**config.mk**
```make
export PLATFORM = sky130hd
export DESIGN_NAME = spi_bus_arbiter_flat
export DESIGN_NICKNAME = d
export VERILOG_FILES = /design/src/rtl/spi_bus_arbiter_if.sv /design/src/rtl/spi_bus_arbiter.sv /design/src/flat_wrapper.sv
export SDC_FILE = /design/constraint.sdc
export NUM_CORES = 1
export LEC_CHECK = 0
export ABC_AREA = 0
export CAP_MARGIN = 0
export CORE_MARGIN = 10
export CORE_UTILIZATION = 57
export DETAILED_ROUTE_END_ITERATION = 6
export PLACE_DENSITY = 0.95
export SLEW_MARGIN = 20
export SYNTH_ARGS = -nofsm -noshare
export SYNTH_HDL_FRONTEND = slang
export SYNTH_SLANG_ARGS = --single-unit
```
**constraint.sdc**
```tcl
create_clock -name clk -period 5.25 [get_ports clk]
set_clock_uncertainty 0.15 [all_clocks]
set_input_delay 0.7875 -clock clk [delete_from_list [all_inputs] [get_ports clk]]
set_output_delay 0.7875 -clock clk [all_outputs]
set_load 0.01 [all_outputs]
```
**src/rtl/spi_bus_arbiter_if.sv**
```systemverilog
// Signal bundle between the two SPI masters, the board SPI pins and spi_bus_arbiter.
// The slave modport is the arbiter's view; the master modport is the surrounding system's view.
interface spi_bus_arbiter_if;
    logic i_M0_REQ;
    logic i_M1_REQ;
    logic i_M0_CS;
    logic i_M1_CS;
    logic i_M0_CLK;
    logic i_M1_CLK;
    logic i_M0_MOSI;
    logic i_M1_MOSI;
    logic o_M0_MISO;
    logic o_M1_MISO;
    logic o_M0_GRANT;
    logic o_M1_GRANT;
    logic o_SPI_CLK;
    logic o_SPI_MOSI;
    logic o_SPI_CS;
    logic i_SPI_MISO;
    logic o_TIMEOUT;

    modport slave (
        input  i_M0_REQ, i_M1_REQ, i_M0_CS, i_M1_CS, i_M0_CLK, i_M1_CLK,
               i_M0_MOSI, i_M1_MOSI, i_SPI_MISO,
        output o_M0_MISO, o_M1_MISO, o_M0_GRANT, o_M1_GRANT,
               o_SPI_CLK, o_SPI_MOSI, o_SPI_CS, o_TIMEOUT
    );

    modport master (
        output i_M0_REQ, i_M1_REQ, i_M0_CS, i_M1_CS, i_M0_CLK, i_M1_CLK,
               i_M0_MOSI, i_M1_MOSI, i_SPI_MISO,
        input  o_M0_MISO, o_M1_MISO, o_M0_GRANT, o_M1_GRANT,
               o_SPI_CLK, o_SPI_MOSI, o_SPI_CS, o_TIMEOUT
    );
endinterface

```
**src/rtl/spi_bus_arbiter.sv**
```systemverilog
// Round-robin owner of the shared SPI flash bus for two masters, with a CS-high guard
// gap between owners and a hold timeout that revokes and locks out a hung owner.
module spi_bus_arbiter #(
    parameter int GUARD_CYCLES   = 2,
    parameter int TIMEOUT_CYCLES = 4096
) (
    input logic               clk,
    input logic               reset,
    spi_bus_arbiter_if.slave  bus
);

    typedef enum logic [1:0] {
        ST_IDLE,
        ST_OWN0,
        ST_OWN1,
        ST_GUARD
    } state_t;

    localparam int TW = (TIMEOUT_CYCLES > 0) ? $clog2(TIMEOUT_CYCLES + 1) : 1;
    localparam int GW = $clog2(GUARD_CYCLES + 1);
    localparam logic [TW-1:0] TMO_LAST   = TW'((TIMEOUT_CYCLES > 0) ? TIMEOUT_CYCLES - 1 : 0);
    localparam logic [GW-1:0] GUARD_LAST = GW'(GUARD_CYCLES - 1);

    state_t          state;
    logic            last_owner;
    logic [GW-1:0]   guard_cnt;
    logic [TW-1:0]   tmo_cnt;
    logic            lockout0;
    logic            lockout1;
    logic            grant0;
    logic            grant1;
    logic            timeout_q;

    logic            elig0;
    logic            elig1;
    logic            pick_valid;
    logic            pick_id;
    logic            owner_req;

    // NOTE: every variable written in always_comb gets a default first, so no path can infer a latch.
    always_comb begin
        elig0      = bus.i_M0_REQ && !lockout0;
        elig1      = bus.i_M1_REQ && !lockout1;
        pick_valid = elig0 || elig1;
        pick_id    = 1'b0;
        if (elig0 && elig1) begin
            pick_id = ~last_owner;
        end else if (elig1) begin
            pick_id = 1'b1;
        end
        owner_req = (state == ST_OWN1) ? bus.i_M1_REQ : bus.i_M0_REQ;
    end

    // NOTE: sequential state uses non-blocking assignments so every register samples pre-edge values.
    always_ff @(posedge clk) begin
        if (reset) begin
            state      <= ST_IDLE;
            last_owner <= 1'b1;
            guard_cnt  <= '0;
            tmo_cnt    <= '0;
            lockout0   <= 1'b0;
            lockout1   <= 1'b0;
            grant0     <= 1'b0;
            grant1     <= 1'b0;
            timeout_q  <= 1'b0;
        end else begin
            timeout_q <= 1'b0;
            if (!bus.i_M0_REQ) lockout0 <= 1'b0;
            if (!bus.i_M1_REQ) lockout1 <= 1'b0;

            case (state)
                // The last GUARD cycle arbitrates exactly like IDLE, so turnaround is GUARD_CYCLES.
                ST_IDLE, ST_GUARD: begin
                    if (state == ST_GUARD && guard_cnt != GUARD_LAST) begin
                        guard_cnt <= guard_cnt + 1'b1;
                    end else if (pick_valid) begin
                        state      <= pick_id ? ST_OWN1 : ST_OWN0;
                        grant0     <= !pick_id;
                        grant1     <= pick_id;
                        last_owner <= pick_id;
                        tmo_cnt    <= '0;
                    end else begin
                        state <= ST_IDLE;
                    end
                end

                ST_OWN0, ST_OWN1: begin
                    if (!owner_req) begin
                        state     <= ST_GUARD;
                        grant0    <= 1'b0;
                        grant1    <= 1'b0;
                        guard_cnt <= '0;
                    end else if (TIMEOUT_CYCLES != 0 && tmo_cnt == TMO_LAST) begin
                        state     <= ST_GUARD;
                        grant0    <= 1'b0;
                        grant1    <= 1'b0;
                        guard_cnt <= '0;
                        timeout_q <= 1'b1;
                        if (state == ST_OWN1) lockout1 <= 1'b1;
                        else                  lockout0 <= 1'b1;
                    end else if (TIMEOUT_CYCLES != 0) begin
                        tmo_cnt <= tmo_cnt + 1'b1;
                    end
                end

                default: state <= ST_IDLE;
            endcase
        end
    end

    // Zero-latency pin mux keyed on registered state keeps Mode 0 MISO sampling aligned.
    always_comb begin
        bus.o_SPI_CS   = 1'b1;
        bus.o_SPI_CLK  = 1'b0;
        bus.o_SPI_MOSI = 1'b0;
        bus.o_M0_MISO  = 1'b0;
        bus.o_M1_MISO  = 1'b0;
        case (state)
            ST_OWN0: begin
                bus.o_SPI_CS   = bus.i_M0_CS;
                bus.o_SPI_CLK  = bus.i_M0_CLK;
                bus.o_SPI_MOSI = bus.i_M0_MOSI;
                bus.o_M0_MISO  = bus.i_SPI_MISO;
            end
            ST_OWN1: begin
                bus.o_SPI_CS   = bus.i_M1_CS;
                bus.o_SPI_CLK  = bus.i_M1_CLK;
                bus.o_SPI_MOSI = bus.i_M1_MOSI;
                bus.o_M1_MISO  = bus.i_SPI_MISO;
            end
            default: ;
        endcase
    end

    assign bus.o_M0_GRANT = grant0;
    assign bus.o_M1_GRANT = grant1;
    assign bus.o_TIMEOUT  = timeout_q;

endmodule

```
**src/flat_wrapper.sv**
```systemverilog
// flat-port wrapper written by rule: the top's interface ports become plain ports
module spi_bus_arbiter_flat 
#(
    parameter int GUARD_CYCLES   = 2,
    parameter int TIMEOUT_CYCLES = 4096
)
  (clk, reset, bus_i_M0_REQ, bus_i_M1_REQ, bus_i_M0_CS, bus_i_M1_CS, bus_i_M0_CLK, bus_i_M1_CLK, bus_i_M0_MOSI, bus_i_M1_MOSI, bus_i_SPI_MISO, bus_o_M0_MISO, bus_o_M1_MISO, bus_o_M0_GRANT, bus_o_M1_GRANT, bus_o_SPI_CLK, bus_o_SPI_MOSI, bus_o_SPI_CS, bus_o_TIMEOUT);
  spi_bus_arbiter_if bus_i ();
  input logic clk;
  input logic reset;
  input wire logic [$bits(bus_i.i_M0_REQ)-1:0] bus_i_M0_REQ;
  input wire logic [$bits(bus_i.i_M1_REQ)-1:0] bus_i_M1_REQ;
  input wire logic [$bits(bus_i.i_M0_CS)-1:0] bus_i_M0_CS;
  input wire logic [$bits(bus_i.i_M1_CS)-1:0] bus_i_M1_CS;
  input wire logic [$bits(bus_i.i_M0_CLK)-1:0] bus_i_M0_CLK;
  input wire logic [$bits(bus_i.i_M1_CLK)-1:0] bus_i_M1_CLK;
  input wire logic [$bits(bus_i.i_M0_MOSI)-1:0] bus_i_M0_MOSI;
  input wire logic [$bits(bus_i.i_M1_MOSI)-1:0] bus_i_M1_MOSI;
  input wire logic [$bits(bus_i.i_SPI_MISO)-1:0] bus_i_SPI_MISO;
  output wire logic [$bits(bus_i.o_M0_MISO)-1:0] bus_o_M0_MISO;
  output wire logic [$bits(bus_i.o_M1_MISO)-1:0] bus_o_M1_MISO;
  output wire logic [$bits(bus_i.o_M0_GRANT)-1:0] bus_o_M0_GRANT;
  output wire logic [$bits(bus_i.o_M1_GRANT)-1:0] bus_o_M1_GRANT;
  output wire logic [$bits(bus_i.o_SPI_CLK)-1:0] bus_o_SPI_CLK;
  output wire logic [$bits(bus_i.o_SPI_MOSI)-1:0] bus_o_SPI_MOSI;
  output wire logic [$bits(bus_i.o_SPI_CS)-1:0] bus_o_SPI_CS;
  output wire logic [$bits(bus_i.o_TIMEOUT)-1:0] bus_o_TIMEOUT;
  assign bus_i.i_M0_REQ = bus_i_M0_REQ;
  assign bus_i.i_M1_REQ = bus_i_M1_REQ;
  assign bus_i.i_M0_CS = bus_i_M0_CS;
  assign bus_i.i_M1_CS = bus_i_M1_CS;
  assign bus_i.i_M0_CLK = bus_i_M0_CLK;
  assign bus_i.i_M1_CLK = bus_i_M1_CLK;
  assign bus_i.i_M0_MOSI = bus_i_M0_MOSI;
  assign bus_i.i_M1_MOSI = bus_i_M1_MOSI;
  assign bus_i.i_SPI_MISO = bus_i_SPI_MISO;
  assign bus_o_M0_MISO = bus_i.o_M0_MISO;
  assign bus_o_M1_MISO = bus_i.o_M1_MISO;
  assign bus_o_M0_GRANT = bus_i.o_M0_GRANT;
  assign bus_o_M1_GRANT = bus_i.o_M1_GRANT;
  assign bus_o_SPI_CLK = bus_i.o_SPI_CLK;
  assign bus_o_SPI_MOSI = bus_i.o_SPI_MOSI;
  assign bus_o_SPI_CS = bus_i.o_SPI_CS;
  assign bus_o_TIMEOUT = bus_i.o_TIMEOUT;
  spi_bus_arbiter #(.GUARD_CYCLES(GUARD_CYCLES), .TIMEOUT_CYCLES(TIMEOUT_CYCLES)) u_core (.clk(clk), .reset(reset), .bus(bus_i));
endmodule
```
# Word level (Yosys, flattened, before mapping)

Index checks and enable logic that the tools add are counted.

Register bits: 23
Bits of input ports: 11
Output and inout bits: 8
Logic and storage cells: 85

Reductions and logical operators: 17
Bitwise logic cells: 4
$add $sub $neg: 2
Equality and inequality tests: 11
Muxes and demuxes: 42

Operator list:

| operator              | number |
|---|---|
| $mux 13               | 4 |
| $pmux 13 s2           | 1 |
| $mux 1                | 22 |
| $mux 2                | 8 |
| $add 13x1->13 const B | 1 |
| $eq 13x12->1 const B  | 1 |
| $pmux 1 s2            | 5 |
| $ne 2x1->1 const B    | 4 |
| $pmux 2 s2            | 2 |
| $reduce_and 3->1      | 2 |
| $eq 2x2->1 const B    | 2 |
| $logic_and 1x1->1     | 4 |
| $ne 2x2->1 const B    | 2 |
| $not 1->1             | 4 |
| $reduce_and 2->1      | 2 |
| $reduce_and 4->1      | 1 |
| $reduce_or 2->1       | 2 |
| $logic_not 1->1       | 3 |
| $ne 3x3->1 const B    | 1 |
| $reduce_or 3->1       | 1 |
| $add 2x1->2 const B   | 1 |
| $eq 2x1->1 const B    | 1 |
| $logic_not 2->1       | 1 |
| $logic_or 1x1->1      | 1 |

# Depth between registers and ports, before layout

Gate-level depths: netlist of the first run.

Depth in word-level cells: 8
Depth in mapped cells: 9
Mapped depth without buffers: 6

# Worst setup path after synthesis of the first run

OpenSTA, ideal clock, no wires.

Path type: reg-to-output
Start: register u_core.state[0]
End: output bus_o_SPI_CS
Path slack: 2.977 ns
Cell stages (with the launch flop): 6
Data arrival time: 1.336 ns
Path buffers: 2
Cells stage by stage: dfxtp_1 inv_1 ha_1 clkbuf_1 clkbuf_1 a221o_1

Longest elaborated chain between the ends: 2

RTL lines:

| element                                  | RTL line               | RTL |
|---|---|---|
| start, declared                          | spi_bus_arbiter.sv:24  | `state_t state;` |
| start signal, assigned                   | spi_bus_arbiter.sv:77  | `state <= pick_id ? ST_OWN1 : ST_OWN0;` |
| $eq 2x2->1 or $eq 2x1->1 (tied branches) | spi_bus_arbiter.sv:118 | `case (state)` |
| $pmux 1 s2 *                             | spi_bus_arbiter.sv:118 |  |
| end, declared                            | flat_wrapper.sv:26     | `output wire logic [$bits(bus_i.o_SPI_CS)-1:0] bus_o_SPI_CS;` |

Mark *: on every way between the ends. The rest lies on a longest branch, timed or not.

# Worst setup path in the final report of the first run

Ends and elaborated chain as after synthesis.

==> results of run 1 <==
[area by class of cell]
cell class	instances	area, um^2
Timing Repair Buffer	18	180
Fill cell	171	709
Sequential cell	23	460
Multi-Input combinational cell	113	757
Clock buffer	4	26.3
Tap cell	28	35.0
Inverter	6	22.5
[state kept, by name, summed over array words and instances, names as in the netlist]
register               count
u_core.last_owner          1
u_core.bus.o_TIMEOUT       1
u_core.lockout1            1
u_core.lockout0            1
u_core.state               2
u_core.guard_cnt           2
u_core.bus.o_M1_GRANT      1
u_core.bus.o_M0_GRANT      1
u_core.tmo_cnt            13
[Yosys cell counts, types with 3 or more instances]
library cell and number:
nand3_1 8, nand2_1 10, o21ai_0 4, inv_1 6, dfxtp_1 23, a311oi_1 4
nor2b_1 3, ha_1 5, nor2_1 5, buf_6 3, and4_1 6, a21oi_1 9
clkbuf_1 5, a211oi_1 4, a31oi_1 9, and2_1 3, o211ai_1 7, and3_1 3
[logic make-up (layout without fill, tap and decap cells)]
kind of cell	count (synthesis)	in the layout	share of synthesized area [%]
and+or+nand+nor	57	57	25.4
muxes	1	1	0.767
buffers and inverters	16	28	6.71
AOI/OAI and AO/OA	50	50	27.0
DFF	23	23	35.3
adders and majority gates	5	5	4.79
[cell usage in the layout (no fill, tap or decap), types with 3 or more instances in the layout]
master / n
dfxtp_1: 23
nor2_1: 5
a311oi_1: 4
a31oi_1: 9
o211ai_1: 7
a211oi_1: 4
ha_1: 5
and3_1: 3
nor2b_1: 3
and4_1: 6
o21ai_0: 4
a21oi_1: 9
clkdlybuf4s50_1: 18
nand3_1: 8
and2_1: 3
inv_1: 6
nand2_1: 10
clkbuf_4: 3
[path summary, 6_finish.rpt]
path / startpoint / endpoint / slack, ps / cells past startpoint
setup / recovery: u_core.state[0] / bus_o_SPI_CS / 2220 / 4
hold / removal: u_core.tmo_cnt[12] / u_core.tmo_cnt[12] / 320 / 2
setup reg to reg: u_core.state[0] / u_core.tmo_cnt[7] / 2840 / 5
hold reg to reg: u_core.tmo_cnt[12] / u_core.tmo_cnt[12] / 320 / 2
[tightest hold or removal path: cells and delay by family, from the launching register on]
| kind | cells | cell delay [ps] |
|---|---|---|
| AO/OA/AOI/OAI | 1 | 40 |
| flip-flops | 1 | 340 |
| AND/OR/NAND/NOR | 1 | 60 |
[power by group through the flow]
stage | clock network, mW | logic [mW] | registers (mW)
floorplan | 0 | 0.244 | 0.216
global placement | 0 | 0.315 | 0.216
detailed placement | 0 | 0.326 | 0.218
CTS | 0.0822 | 0.327 | 0.214
global route | 0.0927 | 0.354 | 0.218
finish | 0.0825 | 0.327 | 0.214
[metal layers]
layer,vias up,GRT usage [%]
met1,583,15.6
met3,5,3.10
li1,617,-
met5,-,0
met2,53,24.9
met4,0,7.54
[metrics by stage]
stage / total power, mW / hold slack, ps / utilization (%)
finish: 0.624 / 319 / 67.6
global route: 0.665 / 338 / 67.6
CTS: 0.623 / 315 / 67.6
detailed placement: 0.544 / 298 / 66.4
global placement: 0.531 / 282 / 66.4
floorplan: 0.460 / 274 / -
==> flow_metrics.tcl, run 1 <==
set metrics [dict create \
    status "finished, final reports clean" \
    die_area_um2 4600 \
    ctsRootBufferMaster "clkbuf_4" \
    cts_tree "built" \
    synth_top_area_cell "dfxtp_1" \
    hp-class "reg2reg" \
    tns_ps 0 \
    clk_latency_ps 310 \
    grt_max_degree 19 \
    grt.total_usage_pct 14.2 \
    leakagePower_nw 0.516 \
    seq_area_frac_synth_pct 35.3 \
    initial_core_util_pct 59.6 \
    synth_ff_type "dfxtp_1" \
    path_clk_slew_ps 130 \
    area_growth_pct 13.5 \
    crit_buf_inv 2 \
    pwr-share-clk_pct 13.2 \
    period_needed_ps 3030 \
    place.gp.congestion 0.860 \
    place_ws_ps 2290 \
    ir_drop_v 0.000237 \
    cpPeakStageDelay_ps 510 \
    dr_wl_met3_um 243 \
    path_cells "inv_1 -> ha_1 -> a221o_1 -> clkdlybuf4s50_1" \
    crit_family "buffers and inverters" \
    async_flop_share_pct 0 \
    drt_iter0_markers 75 \
    dr_wl_met2_mm 1.51 \
    grt_overflow_total 0 \
    via_per_inst 6.55 \
    combinationalPowerShare_pct 52.5 \
    hold_viol 0 \
    syn_nets 168 \
    cts_buffers 3 \
    fin_nets 181 \
    synthTopCellsByArea "dfxtp_1, ha_1, a31oi_1, o211ai_1, and4_1" \
    max_cap_viol_count 0 \
    crit_type "reg2out" \
    crit_required_ps 4310 \
    antenna_found_initial 0 \
    syn_area_um2 1310 \
    syn_inst 152 \
    tightest_slew_ps 734 \
    p_sw_mw 0.275 \
    diodes 0 \
    cts.sink_count 23 \
    crit_path_top_delay_cell "ha_1" \
    placed_cell_area_um2 1460 \
    top_layer "met4" \
    cts_max_path_buffers 2 \
    relSlewSlack_pct 50.9 \
    dp_cells 188 \
    drt-met1-wl_mm 1.35 \
    die_h_um 67.9 \
    cp.arrival_ps 2100 \
    io_pins 19 \
    wl_per_cell_um 16.4 \
    portBuffers 18 \
    pwr-share-seq_pct 34.3 \
    rsz0062_at_grt "no" \
    yosysTopAreaCellShare_pct 35.3 \
    grt_pass1_wl_mm 5.24 \
    synth_seq_cells 23 \
    ys_types 42 \
    die_x_um 67.9 \
    worst-path-max-fanout 17 \
    final_cells 192 \
    cts_setup_buffers 0 \
    slew_violations 0 \
    h-tree-depth 1 \
    avgSynthCellArea_um2 8.59 \
    post_cts_resized 0 \
    dr.pass1.iters 4 \
    vias 1258 \
    yosysWarnings 0 \
    final_cell_area_um2 1480 \
    synth-edff-count 0 \
    fmax_mhz 330 \
    start_kind "register" \
    num_rows 17 \
    wl_mm 3.15 \
    powerDensity_nw_per_um2 421 \
    finalCritPeriodShare_pct 57.8 \
    layout-drive-gt1-share_pct 3.66 \
    internal-power_mw 0.349 \
    switching_share_pct 44.0 \
    cp-end-kind "output pin" \
    grt_pass1_vias 1201 \
    cts.hold.buffers_added 0 \
    final.setup.worst_slack_ps 2220 \
    drc 0 \
    dp_hpwl_mm 2.30 \
    setup_viol 0 \
    fp.coreArea_um2 2190 \
    ant_nets 0 \
]
No activity file was read; power rests on OpenSTA's default activity.
==> run 2: changes to the inputs <==
--- a/config.mk
+++ b/config.mk
@@ -8,9 +8,9 @@
 export ABC_AREA = 0
 export CAP_MARGIN = 0
 export CORE_MARGIN = 10
-export CORE_UTILIZATION = 57
+export CORE_UTILIZATION = 48
 export DETAILED_ROUTE_END_ITERATION = 6
-export PLACE_DENSITY = 0.95
+export PLACE_DENSITY = 0.87
 export SLEW_MARGIN = 20
 export SYNTH_ARGS = -nofsm -noshare
 export SYNTH_HDL_FRONTEND = slang
==> constraint.sdc (replaced) <==
create_clock -name clk -period 2.6 [get_ports clk]
set_clock_uncertainty 0.15 [all_clocks]
set_input_delay 0.39 -clock clk [delete_from_list [all_inputs] [get_ports clk]]
set_output_delay 0.39 -clock clk [all_outputs]
set_load 0.01 [all_outputs]
==> run 2 against run 1 <==
  * Wire length grew 13%
  * Critical path depth did not move
  * Final cell count is 3.1% higher
  * Critical path type unchanged
  * Critical endpoint unchanged
  * Largest cell class unchanged
==> flow_metrics.tcl, run 2 (synthesis gave the netlist of run 1 again) <==
set metrics [dict create \
    path_cells "inv_1 -> ha_2 -> a221o_1 -> clkdlybuf4s50_1" \
    whs_path_depth 2 \
    internal-power_mw 0.752 \
    grt_pass1_wl_mm 5.94 \
    relSlewSlack_pct 64.7 \
    max_cap_viol_count 0 \
    antenna_found_initial 0 \
    powerDensity_nw_per_um2 879 \
    h-tree-depth 1 \
    pwr-share-seq_pct 32.6 \
    post_cts_resized 0 \
    p_sw_mw 0.582 \
    status "finished, final reports clean" \
    area_growth_pct 16.3 \
    total_power_mw 1.33 \
    place.gp.congestion 0.829 \
    grt_pass1_vias 1272 \
    crit_path_top_delay_cell "clkdlybuf4s50_1" \
    drt_iter0_markers 141 \
    die_area_um2 5200 \
    ant_nets 0 \
    tns_ps 0 \
    start_kind "register" \
    fp.coreArea_um2 2540 \
    slew_violations 0 \
    top_register "u_core.tmo_cnt" \
    via_per_inst 6.63 \
    final_cell_mix "dfxtp_1, clkdlybuf4s50_1, nand2_1" \
    cp.arrival_ps 1950 \
    multi_input_area_um2 759 \
    wl_per_cell_um 17.9 \
    cts_tree "built" \
    setup_viol 0 \
    ff_latch_area_um2 460 \
    cts_setup_buffers 0 \
    crit_buf_inv 2 \
    ctsRootBufferMaster "clkbuf_4" \
    wl_mm 3.54 \
    cpPeakStageDelay_ps 480 \
    dr.pass1.iters 5 \
    fill_cells 218 \
    num_rows 18 \
    layout-drive-gt1-share_pct 7.14 \
    die_h_um 72.1 \
    rr_worst_depth 6 \
    hp-class "reg2reg" \
    fmax_mhz 401 \
    pwr-share-clk_pct 13.0 \
    io_pins 19 \
    path_depth 4 \
    grt_overflow_total 0 \
    final_common_cell "dfxtp_1" \
    cts.sink_count 23 \
    cts.hold.buffers_added 0 \
    clk_latency_ps 330 \
    period_needed_ps 2490 \
    dp_hpwl_mm 2.56 \
    combinationalPowerShare_pct 54.3 \
    portBuffers 18 \
    grt_max_degree 16 \
    worst-path-max-fanout 12 \
    die_x_um 72.1 \
    switching_share_pct 43.6 \
    cts_buffers 3 \
    initial_core_util_pct 51.3 \
    drc 0 \
    crit_required_ps 2060 \
    diodes 0 \
    grt.total_usage_pct 13.4 \
    finalCritPeriodShare_pct 95.9 \
    tightest_slew_ps 528 \
    hold_viol 0 \
    crit_family "buffers and inverters" \
    cts_max_path_buffers 2 \
    ir_drop_v 0.000626 \
    fin_nets 185 \
    crit_type "reg2out" \
    leakagePower_nw 0.537 \
    largest_reg_flops 13 \
    cp-end-kind "output pin" \
    path_clk_slew_ps 140 \
    rsz0062_at_grt "no" \
    vias 1312 \
    top_regs "u_core.tmo_cnt (13), u_core.guard_cnt (2), u_core.state (2)" \
]
## run 2: path summary, 6_finish.rpt
check / start / endpoint / slack, ps
setup / recovery: u_core.state[0] / bus_o_SPI_CS / 110
hold / removal: u_core.tmo_cnt[12] / u_core.tmo_cnt[12] / 320
setup reg to reg: u_core.state[0] / u_core.tmo_cnt[6] / 330
hold reg to reg: u_core.tmo_cnt[12] / u_core.tmo_cnt[12] / 320
## run 2: per-stage QoR
stage | worst slack, ps | util [%] | std cells | area (um^2) | hold WS (ps)
6_report | 107 | 59.6 | 198 | 1520 | 316
5_1_grt | 33.6 | 59.6 | 198 | 1520 | 354
4_1_cts | 20.6 | 59.5 | 198 | 1520 | 318
3_5_place_dp | 251 | 58.5 | 194 | 1490 | 299
3_3_place_gp | 315 | 58.5 | 194 | 1490 | 287
2_1_floorplan | 594 | - | 152 | 1310 | 274
## run 2: layout make-up
cell class	instances	area share, %
multi-input cells	113	50.0
flip-flops and latches	23	30.3
repair buffers	22	13.8
well taps	30	2.47
clock buffers	3	1.48
inverters	6	1.48
clock inverters	1	0.330
## run 2: routing by layer
metal	wire length (um)	GRT usage [%]
met1	1430	15.7
met2	1680	21.8
met3	378	5.44
met4	52	4.30
met5	0	0
## run 2: worst min-delay path: cells and delay by family (launching register included)
family           cells  cell delay [ps]
AO/OA/AOI/OAI        1               40
flip-flops           1              330
AND/OR/NAND/NOR      1               60
## run 2: power groups by stage
| stage | Sequential (mW) | Clock [mW] | Combinational [mW] |
|---|---|---|---|
| 3_3_place_gp | 0.438 | 0 | 0.688 |
| 2_1_floorplan | 0.436 | 0 | 0.492 |
| 3_5_place_dp | 0.440 | 0 | 0.700 |
| 4_1_cts | 0.432 | 0.177 | 0.703 |
| 5_1_grt | 0.440 | 0.193 | 0.807 |
| 6_report | 0.435 | 0.174 | 0.725 |
==> variant (flow settings as in run 1) <==
`GUARD_CYCLES` is set to 2 in 2 places; all go to 8.
--- a/src/rtl/spi_bus_arbiter.sv
+++ b/src/rtl/spi_bus_arbiter.sv
@@ -1,7 +1,7 @@
 // Round-robin owner of the shared SPI flash bus for two masters, with a CS-high guard
 // gap between owners and a hold timeout that revokes and locks out a hung owner.
 module spi_bus_arbiter #(
-    parameter int GUARD_CYCLES   = 2,
+    parameter int GUARD_CYCLES   = 8,
     parameter int TIMEOUT_CYCLES = 4096
 ) (
     input logic               clk,
--- a/src/flat_wrapper.sv
+++ b/src/flat_wrapper.sv
@@ -1,7 +1,7 @@
 // flat-port wrapper written by rule: the top's interface ports become plain ports
 module spi_bus_arbiter_flat 
 #(
-    parameter int GUARD_CYCLES   = 2,
+    parameter int GUARD_CYCLES   = 8,
     parameter int TIMEOUT_CYCLES = 4096
 )
   (clk, reset, bus_i_M0_REQ, bus_i_M1_REQ, bus_i_M0_CS, bus_i_M1_CS, bus_i_M0_CLK, bus_i_M1_CLK, bus_i_M0_MOSI, bus_i_M1_MOSI, bus_i_SPI_MISO, bus_o_M0_MISO, bus_o_M1_MISO, bus_o_M0_GRANT, bus_o_M1_GRANT, bus_o_SPI_CLK, bus_o_SPI_MOSI, bus_o_SPI_CS, bus_o_TIMEOUT);
Function: changed (Yosys sat finds a counterexample within 10 cycles, from zero or initial values and one cycle with reset high).
==> variant against run 1 <==
- count of clock-buffer cells in the layout is 1 lower
- power is 5.6% higher
- hold slack worse by 0.019 ns
- sequential share of layout area is 1.3 points higher
- first-iteration DRC count is 11% higher
- area after synthesis is 4.6% higher
- routed wire length is 3.3% higher
- worst setup slack worse by 0.12 ns
- final area is 4.3% higher
- clock power is 7.6% higher
- sequential cell count is 2 higher
- largest cell class unchanged
==> variant: results (changes against run 1) <==
[pwr]
p_leak_nw=0.559  ; +8.2%
p_comb_frac=0.505  ; -0.020
p_sw_w=0.000287  ; +4.6%
powerSeq_w=0.000237  ; +11%

[global_routing]
grt_use_met1=0.172  ; +0.0163
grt_pass1_wl_um=5510  ; +5.1%
grt_use_met2=0.261  ; +0.0126
grt_use_met3=0.0274  ; -0.00362
grt_usage=0.147  ; +0.00593
grt_max_degree=25  ; +6

[synth]
synth_common_cells=dfxtp_1, a21oi_1, nor2_1, nand2_1, nand3_1
syn-num-nets=177  ; +5.4%
ys_seq_area_frac=0.367  ; +0.0138
synthTopCellsByArea=dfxtp_1, a21oi_1, ha_1, nor2_1, nand2_1

[outcome]
outcome=finished clean

[final_layout]
drive_gt1_frac=0.0571  ; +0.0206
fin_nets=192  ; +6.1%
top_regs=u_core.tmo_cnt (13), u_core.guard_cnt (4), u_core.state (2)

[clock_network]
clock_latency_ns=0.34  ; +0.03 ns
htree_levels=1  ; unchanged
path_clk_slew_ns=0.15  ; +0.02 ns

[worst_setup_path]
crit_family=adder cells
max_stage_delay_ns=0.65  ; +0.14 ns
worstPathMaxFanout=18  ; +1

[route]
wl_per_cell_um=16.0  ; -2.3%
wl_met2_um=1720  ; +14%
met1_length_um=1310  ; -3.0%
first_iter_violations=83  ; +11%

[place]
gp_congestion=0.855  ; -0.64%
placed_area_mm2=0.00152  ; +4.3%

[sta]
relSlewSlack=0.445  ; -0.0634

-- variant: cell count changes after synthesis, moves of 3 or more --
cell / change
a211oi_1: -3
nand3b_1: +3
nand2_1: +3
nor2b_1: -3
clkbuf_1: -3
and4_1: -5
a31oi_1: -6
nor2_1: +9
a21oi_1: +8
o21bai_1: +3
o211ai_1: -7
o21ai_0: +4
o31ai_1: +3
xor2_1: +3
-- variant: layout make-up --
cell class                      count  area, um^2
Sequential cell                    25         500
Timing Repair Buffer               18         180
Multi-Input combinational cell    123         783
Fill cell                         206         709
Clock buffer                        3        22.5
Clock inverter                      1        5.00
Tap cell                           28        35.0
Inverter                            5        18.8
-- variant: worst paths after layout --
check / cells after the start / from / endpoint / slack, ns
worst max-delay path: 4 / u_core.state[0] / bus_o_SPI_CS / 2.10
worst min-delay path: 2 / u_core.tmo_cnt[12] / u_core.tmo_cnt[12] / 0.30
worst max register to register: 7 / u_core.state[0] / u_core.tmo_cnt[7] / 2.37
worst min register to register: 2 / u_core.tmo_cnt[12] / u_core.tmo_cnt[12] / 0.30
-- variant: metrics by stage --
stage	hold WS, ns	cells	util	setup slack [ns]	power [W]
3_3_place_gp	0.266	199	0.673	2.31	0.000557
2_1_floorplan	0.258	161	-	2.99	0.000476
5_1_grt	0.354	203	0.685	2.01	0.000705
3_5_place_dp	0.287	199	0.673	2.26	0.000572
6_report	0.300	203	0.685	2.10	0.000659
4_1_cts	0.306	203	0.685	2.11	0.000657
-- variant: kinds of logic (layout without fill, tap and decap cells) --
group	after synthesis	in the layout	share of synthesized area
and+or+nand+nor	68	68	0.273
AOI/OAI and AO/OA	45	45	0.221
DFF	25	25	0.367
buffers and inverters	13	27	0.0596
adders and majority gates	5	5	0.0458
xor gates and xnor gates	3	3	0.0193
muxes	2	2	0.0147
